`src/rtl/uart_rx_if.sv`:
```
// Receiver-side bundle: serial line in, received byte with one-cycle strobe and activity LED out.
interface uart_rx_if;
  logic       rx;
  logic [7:0] data_out;
  logic       ready;
  logic       led_rx;

  modport master (input rx, output data_out, output ready, output led_rx);
  modport slave  (output rx, input data_out, input ready, input led_rx);
endinterface

```
`src/rtl/uart_rx.sv`:
```
// 8N1 UART receiver with centre sampling; byte presented with a one-cycle ready strobe
// in the cycle after the stop-bit sample. No backpressure: an unconsumed byte is overwritten.
module uart_rx #(
  parameter int CLKS_PER_BIT = 10416,
  parameter int HALF_BIT     = CLKS_PER_BIT / 2
) (
  input  logic      clk,
  input  logic      clr,
  uart_rx_if.master bus
);
  localparam int CW = (CLKS_PER_BIT > 1) ? $clog2(CLKS_PER_BIT) : 1;
  localparam logic [CW-1:0] BIT_LAST  = CW'(CLKS_PER_BIT - 1);
  localparam logic [CW-1:0] HALF_LAST = CW'(HALF_BIT - 1);

  typedef enum logic [1:0] {IDLE, START, DATA, STOP} state_t;

  state_t        state;
  logic          rx_meta;
  logic          rx_sync;
  logic          armed;
  logic [CW-1:0] cnt;
  logic [2:0]    bit_idx;
  logic [7:0]    shreg;

  always_ff @(posedge clk) begin
    if (clr) begin
      rx_meta <= 1'b1;
      rx_sync <= 1'b1;
    end else begin
      rx_meta <= bus.rx;
      rx_sync <= rx_meta;
    end
  end

  // armed is dropped on a framing error so a line held low cannot retrigger a frame
  always_ff @(posedge clk) begin
    if (clr) begin
      state        <= IDLE;
      cnt          <= '0;
      bit_idx      <= '0;
      shreg        <= '0;
      armed        <= 1'b0;
      bus.data_out <= '0;
      bus.ready    <= 1'b0;
      bus.led_rx   <= 1'b0;
    end else begin
      bus.ready <= 1'b0;
      case (state)
        IDLE: begin
          cnt <= '0;
          if (rx_sync) begin
            armed <= 1'b1;
          end else if (armed) begin
            state      <= START;
            bus.led_rx <= 1'b1;
          end
        end
        START: begin
          if (cnt == HALF_LAST) begin
            cnt     <= '0;
            bit_idx <= '0;
            if (rx_sync) begin
              state      <= IDLE;
              bus.led_rx <= 1'b0;
            end else begin
              state <= DATA;
            end
          end else begin
            cnt <= cnt + 1'b1;
          end
        end
        DATA: begin
          if (cnt == BIT_LAST) begin
            cnt            <= '0;
            shreg[bit_idx] <= rx_sync;
            if (bit_idx == 3'd7) state <= STOP;
            else bit_idx <= bit_idx + 1'b1;
          end else begin
            cnt <= cnt + 1'b1;
          end
        end
        STOP: begin
          if (cnt == BIT_LAST) begin
            cnt        <= '0;
            state      <= IDLE;
            bus.led_rx <= 1'b0;
            if (rx_sync) begin
              bus.data_out <= shreg;
              bus.ready    <= 1'b1;
            end else begin
              armed <= 1'b0;
            end
          end else begin
            cnt <= cnt + 1'b1;
          end
        end
        default: state <= IDLE;
      endcase
    end
  end
endmodule

```
`src/flat_wrapper.sv`:
```
// flat-port wrapper written by rule: the top's interface ports become plain ports
module uart_rx_flat 
#(
  parameter int CLKS_PER_BIT = 10416,
  parameter int HALF_BIT     = CLKS_PER_BIT / 2
)
  (clk, clr, bus_rx, bus_data_out, bus_ready, bus_led_rx);
  uart_rx_if bus_i ();
  input  logic clk;
  input  logic clr;
  input wire logic [$bits(bus_i.rx)-1:0] bus_rx;
  output wire logic [$bits(bus_i.data_out)-1:0] bus_data_out;
  output wire logic [$bits(bus_i.ready)-1:0] bus_ready;
  output wire logic [$bits(bus_i.led_rx)-1:0] bus_led_rx;
  assign bus_i.rx = bus_rx;
  assign bus_data_out = bus_i.data_out;
  assign bus_ready = bus_i.ready;
  assign bus_led_rx = bus_i.led_rx;
  uart_rx #(.CLKS_PER_BIT(CLKS_PER_BIT), .HALF_BIT(HALF_BIT)) u_core (.clk(clk), .clr(clr), .bus(bus_i));
endmodule
```
`config.mk`:
```
export PLATFORM = sky130hd
export DESIGN_NAME = uart_rx_flat
export DESIGN_NICKNAME = d
export VERILOG_FILES = /design/src/rtl/uart_rx_if.sv /design/src/rtl/uart_rx.sv /design/src/flat_wrapper.sv
export SDC_FILE = /design/constraint.sdc
export NUM_CORES = 1
export LEC_CHECK = 0
export BUFFER_PORTS_ARGS = -buffer_cell sky130_fd_sc_hd__buf_2
export CAP_MARGIN = 20
export CORE_UTILIZATION = 45
export CTS_BUF_LIST = sky130_fd_sc_hd__clkbuf_4
export CTS_CLUSTER_SIZE = 10
export DETAILED_ROUTE_END_ITERATION = 8
export PLACE_DENSITY = 0.71
export SETUP_SLACK_MARGIN = 0.3
export SLEW_MARGIN = 20
export SYNTH_ARGS = -nofsm -noshare
export SYNTH_HDL_FRONTEND = slang
export SYNTH_SLANG_ARGS = --single-unit
```
`constraint.sdc`:
```
create_clock -name clk -period 5 [get_ports clk]
set_input_delay 1 -clock clk [delete_from_list [all_inputs] [get_ports clk]]
set_output_delay 1 -clock clk [all_outputs]
set_load 0.01 [all_outputs]
```
Word-level counts from Yosys, hierarchy flattened
Index checks and enable logic that the tools add are counted.
- flip-flop bits (word level): 40
- multiplexer cells: 29
- reductions and logical operators: 13
- magnitude comparators: 2
- $add $sub $neg: 2
- bitwise logic cells: 2
- eq/ne operators: 16
- operators with widths (operator ; count):
    14-bit case mux with 3 select lines ; 1
    14-bit two-way mux ; 2
    14-bit by 1-bit adder with 14-bit output, second input constant ; 1
    14-bit by 13-bit equality test with 1-bit output, second input constant ; 1
    14-bit equality test, second input constant ; 1
    2-bit two-way mux ; 7
    2-bit by 1-bit inequality test with 1-bit output, second input constant ; 7
    6-bit AND reduction ; 2
    1-bit two-way mux ; 10
    3-bit two-way mux ; 3
    8-bit bitwise mux ; 1
    2-bit case mux with 4 select lines ; 1
    4-bit AND reduction ; 2
    2-bit inequality test, second input constant ; 3
    3-bit case mux with 2 select lines ; 1
    2-bit equality test, second input constant ; 2
    3-bit by 4-bit < comparator with 1-bit output, second input constant ; 1
    2-bit nonzero test ; 2
    3-bit by 1-bit adder with 3-bit output, second input constant ; 1
    1-bit demux with 3-bit select ; 1
    3-bit equality test, second input constant ; 1
    3-bit by 1-bit >= comparator with 1-bit output, second input constant ; 1
    1-bit case mux with 3 select lines ; 1
    3-bit AND reduction ; 1
    other kinds (9) ; 10

Depth between registers and ports, before layout
Gate-level depths: netlist of the first run.
- word-level depth: 5
- gate-level depth with buffers: 7
- gate-level depth less buffers: 5

Least setup slack after synthesis of the first run
Ideal clock, no wire load.
- kind: input-to-reg
- start point: in clr
- end point: reg u_core.bit_idx[1]
- data arrival time: 1.635 ns
- setup time: 0.132 ns
- path slack: 3.233 ns
- cell stages on the path: 5
- buffers on the path: 2
- cells stage by stage: clkbuf_1 -> clkbuf_1 -> nor2_1 -> nand2_1 -> mux2i_1
- RTL lines (item ; RTL line ; RTL):
    from (decl) ; flat_wrapper.sv:10 ; input logic clr;
    to (signal assigned) ; uart_rx.sv:77 ; else bit_idx <= bit_idx + 1'b1;
    to (decl) ; uart_rx.sv:22 ; logic [2:0] bit_idx;

Final worst setup path of the first run
- start point: reg u_core.cnt[0]
- end point: reg u_core.cnt[6]
- longest elaborated chain between the ends: 3
- elaborated cells on any way between the ends: 6
- ends and longest elaborated chain (item ; RTL line ; RTL):
    from (decl) ; uart_rx.sv:21 ; logic [CW-1:0] cnt;
    from (signal assigned) ; uart_rx.sv:69 ; cnt <= cnt + 1'b1;
    from (signal assigned) ; uart_rx.sv:79 ; cnt <= cnt + 1'b1;
    from (signal assigned) ; uart_rx.sv:94 ; cnt <= cnt + 1'b1;
    14-bit by 1-bit adder with 14-bit output (tied with other cells) ; uart_rx.sv:69, uart_rx.sv:79, uart_rx.sv:94 ;
    14-bit two-way mux (on tied branches) ; uart_rx.sv:73, uart_rx.sv:83, uart_rx.sv:59 ;
    14-bit case mux with 3 select lines (*) ; uart_rx.sv:48 ; case (state)
Mark *: on every way between the ends. The rest lies on a longest branch, timed or not.
A chain may end at the register's enable or synchronous reset.

==> impl_metrics.py, run 1 <==
metrics = {
    "run_status": {
        "outcome": "finished clean",
    },
    "global_route": {
        "grt_start_max_net_pins": 33,
        "grt.total_usage": 0.174,
        "antenna_found_initial": 0,
        "grt_pass1_wl_um": 5840,
        "grt_pass1_vias": 1245,
        "grt-ovfl-total": 0,
    },
    "floorplan": {
        "fp.dieH_um": 67.5,
        "initial_utilization": 0.476,
        "rows": 23,
        "core_region_area_sq_um": 4060,
        "ios": 13,
        "die_x_um": 67.5,
        "die_area_sq_um": 4560,
    },
    "pwr": {
        "switchingPower_uw": 118,
        "cellLeakagePower_uw": 0.000692,
        "intPower_uw": 379,
        "combPwrFrac": 0.025,
        "seq_power_share": 0.649,
        "clkPwrFrac": 0.326,
        "swShare": 0.237,
        "power.density_nw_per_um2": 241,
        "vdd_ir_drop_max_mv": 0.158,
    },
    "finish": {
        "layout-drive-gt1-share": 0.148,
        "nNetsFinal": 221,
        "final_cells": 266,
        "antenna_cells": 0,
        "fill_cells": 376,
        "area_delta_synth_final_pct": 7.06,
        "utilization": 0.509,
    },
    "logic_synthesis": {
        "ys_seq_area_frac": 0.415,
        "synth_flop_cell": "dfxtp_1",
        "synthTopCellsByCount": "dfxtp_1, nor2_1, nand2b_1",
        "synth_compound_area_frac": 0.0402,
        "ys_ff_latch": 40,
        "synthCells": 205,
        "syn_area_per_cell_sq_um": 9.42,
        "synth_top_area_cell": "dfxtp_1",
        "synth_top_family_by_area": "simple AND/OR/NAND/NOR gates",
        "synthMuxAreaShare": 0.101,
        "yosysTopAreaCellShare": 0.415,
        "synth_xor_area_frac": 0.0544,
        "async_flop_share": 0,
        "synth_area_leaders": "dfxtp_1, mux2i_1, nand2b_1",
        "synth.cell_area_sq_um": 1930,
        "synth_warnings": 0,
        "synthAdderAreaFrac": 0.0194,
        "synth_cell_type_count": 39,
        "yosysMostFrequentCell": "dfxtp_1",
        "synth_nets": 211,
        "synth-simple-area-share": 0.344,
        "synth_edf_count": 0,
    },
    "timing": {
        "rsz0062_at_grt": "false",
        "finalClockSkew_ns": 0.0106,
        "slew_viol_final": 0,
        "hold_viol": 0,
        "setup_viol": 0,
        "post-route-period-util": 0.411,
        "hold_ws_ns": 0.426,
        "clock.fmax_ghz": 0.486,
        "setup_tns_ns": 0,
        "slew_headroom": 0.566,
        "final.min_clock_period_ns": 2.06,
        "tightest_slew_ns": 0.651,
    },
    "critical_path": {
        "rr_startpoint": "u_core.cnt[0]",
        "crit_buf_inv": 0,
        "required_ns": 5.22,
        "r2r_end": "u_core.cnt[6]",
        "startpoint_type": "flip-flop",
        "crit_type": "flip-flop to flip-flop",
        "crit_fanout": 14,
        "endpoint_kind": "flip-flop",
        "cp.arrival_ns": 2.27,
        "critical_path.cell_chain": "ha_1, and3_1, nand4_4, a32oi_2, nor2_1",
        "r2r_cells": 5,
        "crit_path_max_incr_delay_ns": 0.58,
        "cp_top_family": "simple AND/OR/NAND/NOR gates",
        "rrSetupSlack_ns": 2.94,
        "critPathSlowestCell": "a32oi_2",
    },
    "min_path": {
        "min_to": "u_core.rx_sync",
        "whs_path_depth": 1,
        "min_from": "u_core.rx_meta",
        "hold_path.class": "flip-flop to flip-flop",
    },
    "placed_design": {
        "dp_hpwl_um": 2360,
        "place_inst": 258,
        "gp_congestion": 0.795,
        "io_buffers": 12,
    },
    "flow_run": {
        "max_cap_violations": 0,
    },
    "clock_tree": {
        "cts_tree": "yes",
        "cts_setup_buffers": 0,
        "cts.sinks": 40,
        "cts_resized": 0,
        "ctsHoldBuffers": 0,
        "clk_pin_slew_ns": 0.12,
        "cts_buffers": 5,
        "clock-root-buffer": "clkbuf_4",
        "clk_latency_ns": 0.35,
        "cts-htree-levels": 2,
        "cts.path.max_buffers": 2,
    },
    "routing": {
        "wl_per_cell_um": 12.6,
        "viasPerCell": 5.29,
        "ant_nets": 0,
        "drtIter0Drc": 42,
        "drc": 0,
        "vias": 1406,
        "routed_wl_um": 3340,
        "firstDrtPassIters": 4,
    },
}
[power by group through the flow]
stage | clock [uW] | combinational, uW | sequential (uW)
4_1_cts | 169 | 12.3 | 323
3_3_place_gp | 0 | 12.3 | 330
2_1_floorplan | 0 | 10.6 | 329
6_report | 162 | 12.2 | 323
3_5_place_dp | 0 | 12.3 | 330
5_1_grt | 186 | 13.7 | 323
[layout make-up]
class	instances	area (sq um)	area share
Multi-Input combinational cell	154	1080	0.522
Sequential cell	40	801	0.387
Tap cell	50	62.6	0.0303
Timing Repair Buffer	12	60.1	0.0291
Clock buffer	5	37.5	0.0182
Clock inverter	3	18.8	0.00908
Inverter	2	7.51	0.00363
[flip-flops by register name (all words and copies together) (netlist names), named ones only]
| register | count |
|---|---|
| u_core.rx_sync | 1 |
| u_core.state | 1 |
| u_core.bus.led_rx | 1 |
| u_core.bus.ready | 1 |
| u_core.armed | 1 |
| u_core.rx_meta | 1 |
| u_core.shreg | 8 |
| u_core.bit_idx | 3 |
| u_core.cnt | 14 |
| u_core.bus.data_out | 8 |
[routing by layer]
layer / share of wire / vias to the layer above / track usage
met2: 0.41 / 17 / 0.249
li1: - / 741 / -
met4: 0.022 / 0 / 0.0851
met5: 0 / - / 0
met3: 0.037 / 8 / 0.0524
met1: 0.53 / 640 / 0.236
[logic make-up after synthesis]
family / after synthesis
AOI/OAI and AO/OA: 7
and+or+nand+nor: 113
muxes: 19
buffers and inverters: 11
xor gates and xnor gates: 12
DFF: 40
adders and majority gates: 3
[metrics by stage]
stage	area (sq um)	total power [uW]	setup slack (ns)
2_1_floorplan	1930	340	3.23
3_3_place_gp	2010	342	2.62
3_5_place_dp	2010	342	2.58
4_1_cts	2070	504	2.94
5_1_grt	2070	523	2.73
6_report	2070	497	2.94
[layout by cell type (no fill, tap or decap), types with 3 or more instances in the layout]
master	netlist	layout
nor2b_1	5	5
ha_1	3	3
dfxtp_1	40	40
nand4_1	9	9
clkbuf_4	0	5
mux2i_1	18	18
nand3_1	10	10
xnor2_1	10	10
nor4_1	6	6
nand2_1	11	11
nor3_1	8	8
buf_2	1	12
nor2_1	25	25
nand2b_1	21	21
[how the worst max path moves through the flow]
stage               cells past startpoint     startpoint                end
detailed placement                      4            clr      u_core.cnt[2]
floorplan                               5            clr  u_core.bit_idx[1]
finish                                  5  u_core.cnt[0]      u_core.cnt[6]
global placement                        4            clr     u_core.cnt[10]
CTS                                     5  u_core.cnt[0]      u_core.cnt[6]
global route                            5  u_core.cnt[0]      u_core.cnt[6]
(Power assumes the default switching activity.)
==> run 2, diff against run 1 <==
--- a/config.mk
+++ b/config.mk
@@ -11,7 +11,7 @@
 export CTS_BUF_LIST = sky130_fd_sc_hd__clkbuf_4
 export CTS_CLUSTER_SIZE = 10
 export DETAILED_ROUTE_END_ITERATION = 8
-export PLACE_DENSITY = 0.71
+export PLACE_DENSITY = 0.74
 export SETUP_SLACK_MARGIN = 0.3
 export SLEW_MARGIN = 20
 export SYNTH_ARGS = -nofsm -noshare
==> constraint.sdc (replaced) <==
create_clock -name clk -period 1.68 [get_ports clk]
set_input_delay 0.336 -clock clk [delete_from_list [all_inputs] [get_ports clk]]
set_output_delay 0.336 -clock clk [all_outputs]
set_load 0.01 [all_outputs]
==> run 2 against run 1 <==
- utilization rose by 13 points
- sequential power rose to 3.0 times the previous value
- hold slack got worse by 0.27 ns
- sequential cell count did not move
- combinational power rose to 4.0 times the previous value
- cell count rose by 12%
- clock skew fell by 0.0038 ns
- critical path type unchanged
- largest power group unchanged
==> impl_metrics.py, run 2 (synthesis gave the netlist of run 1 again) <==
metrics = {
    "routing": {
        "vias": 1610,
        "met3_length_um": 146,
        "wl_per_cell_um": 14.6,
        "dr_wl_met2_um": 1970,
        "routed_wl_um": 4360,
        "wl_met1_um": 2170,
        "viasPerCell": 5.40,
        "top_layer_used": "met4",
        "firstDrtPassIters": 4,
        "ant_nets": 0,
        "drtIter0Drc": 89,
        "drc": 0,
    },
    "finish": {
        "area_delta_synth_final_pct": 33.9,
        "utilization": 0.637,
        "antenna_cells": 0,
        "nNetsFinal": 253,
        "final_cell_mix": "buf_4, dfxtp_1, nand2b_1, nor2_1, mux2i_1",
        "final_cell_area_sq_um": 2580,
        "top_register": "u_core.cnt",
        "top_regs": "u_core.cnt: 14 flops, u_core.bus.data_out: 8 flops, u_core.shreg: 8 flops",
        "fill_cells": 288,
        "largest_reg_flops": 14,
        "layout-drive-gt1-share": 0.427,
    },
    "timing": {
        "final.min_clock_period_ns": 1.59,
        "setup_viol": 0,
        "rsz0062_at_grt": "true",
        "post-route-period-util": 0.947,
        "slew_viol_final": 0,
        "tightest_slew_ns": 0.417,
        "slew_headroom": 0.720,
        "hold_viol": 0,
        "setup_tns_ns": 0,
        "finalClockSkew_ns": 0.00683,
        "clock.fmax_ghz": 0.628,
        "setup_ws_ns": 0.0889,
    },
    "clock_tree": {
        "cts.path.max_buffers": 2,
        "cts_buffers": 5,
        "cts_tree": "yes",
        "clock-root-buffer": "clkbuf_4",
        "clk_latency_ns": 0.36,
        "cts.sinks": 40,
        "clk_pin_slew_ns": 0.12,
        "cts-htree-levels": 2,
    },
    "flow_run": {
        "max_cap_violations": 0,
    },
    "placed_design": {
        "gp_congestion": 0.862,
        "post_dp_cell_area_sq_um": 2190,
        "dp_hpwl_um": 2640,
        "io_buffers": 12,
        "dp_slack_ns": 0.0347,
    },
    "critical_path": {
        "crit_path_max_incr_delay_ns": 0.49,
        "crit_type": "flip-flop to flip-flop",
        "startpoint_type": "flip-flop",
        "endpoint_kind": "flip-flop",
        "critical_path.cell_chain": "nand3_1, nor4_1, xnor2_1, nor2_1",
        "critPathSlowestCell": "nor4_1",
        "required_ns": 1.94,
        "cp.arrival_ns": 1.85,
        "crit_fanout": 6,
    },
    "floorplan": {
        "ios": 13,
        "initial_utilization": 0.476,
        "die_x_um": 67.5,
        "core_region_area_sq_um": 4060,
        "die_area_sq_um": 4560,
        "rows": 23,
        "fp.dieH_um": 67.5,
    },
    "global_route": {
        "antenna_found_initial": 0,
        "grt_pass1_vias": 1437,
        "grt_pass1_wl_um": 6990,
        "grt-ovfl-total": 0,
        "grt.total_usage": 0.208,
        "grt_start_max_net_pins": 16,
    },
    "pwr": {
        "vdd_ir_drop_max_mv": 0.533,
        "total_power_uw": 1650,
        "power.density_nw_per_um2": 639,
        "cellLeakagePower_uw": 0.000908,
    },
    "run_status": {
        "outcome": "finished clean",
    },
    "min_path": {
        "hold_path.class": "primary input to flip-flop",
    },
}
run 2: cell count changes in the layout (fill, tap and decap cells not counted), moves of 4 or more:
cell and change:
buf_6 +6, buf_4 +24, nor2_4 +4, dfxtp_2 +15, nor2_1 -4, dfxtp_1 -16
run 2: worst max-delay path, delay by kind of cell, from the launching register on:
family / cells / cell delay, ns
DFF: 1 / 0.47
and+or+nand+nor: 3 / 0.85
xor gates and xnor gates: 1 / 0.18
run 2: what timing repair did:
action / 4_1_cts / 5_1_grt
resized for setup: 14 / 32
setup endpoints to repair: 35 / 38
setup buffers: 14 / 3
hold buffers: 0 / 0
pin swaps: 12 / 10
run 2: layout make-up:
cell class,count,area [sq um],share of cell area
clock inverter,3,42.5,0.0165
inverter,2,7.51,0.00290
multi-input combinational,154,1260,0.489
timing repair buffer,44,348,0.135
clock buffer,5,37.5,0.0145
sequential,40,823,0.318
tap,50,62.6,0.0242
run 2: layer usage:
| metal | GRT usage | vias to the layer above |
|---|---|---|
| li1 | - | 804 |
| met1 | 0.298 | 775 |
| met2 | 0.302 | 23 |
| met3 | 0.0507 | 8 |
| met4 | 0.0691 | 0 |
| met5 | 0 | - |
run 2: power by group:
group          switching (uW)  leakage (uW)  internal (uW)  total (uW)
sequential               6.23      0.000332            953         959
clock                     335     0.0000412            310         645
combinational            24.4      0.000535           23.8        48.3
total                     365      0.000908           1290        1650
run 2: worst paths after layout:
kind | from | endpoint | slack (ns) | depth (start not counted)
max | u_core.cnt[2] | u_core.cnt[13] | 0.09 | 4
min | bus_rx | u_core.rx_meta | 0.15 | 2
max reg2reg | u_core.cnt[2] | u_core.cnt[13] | 0.09 | 4
min reg2reg | u_core.rx_meta | u_core.rx_sync | 0.43 | 1
run 2: metrics by stage:
step                      hold slack, ns  cells
after floorplan                    0.389    205
after CTS                          0.156    295
final                              0.155    298
after global routing               0.133    298
after global placement             0.393    273
after detailed placement           0.403    273
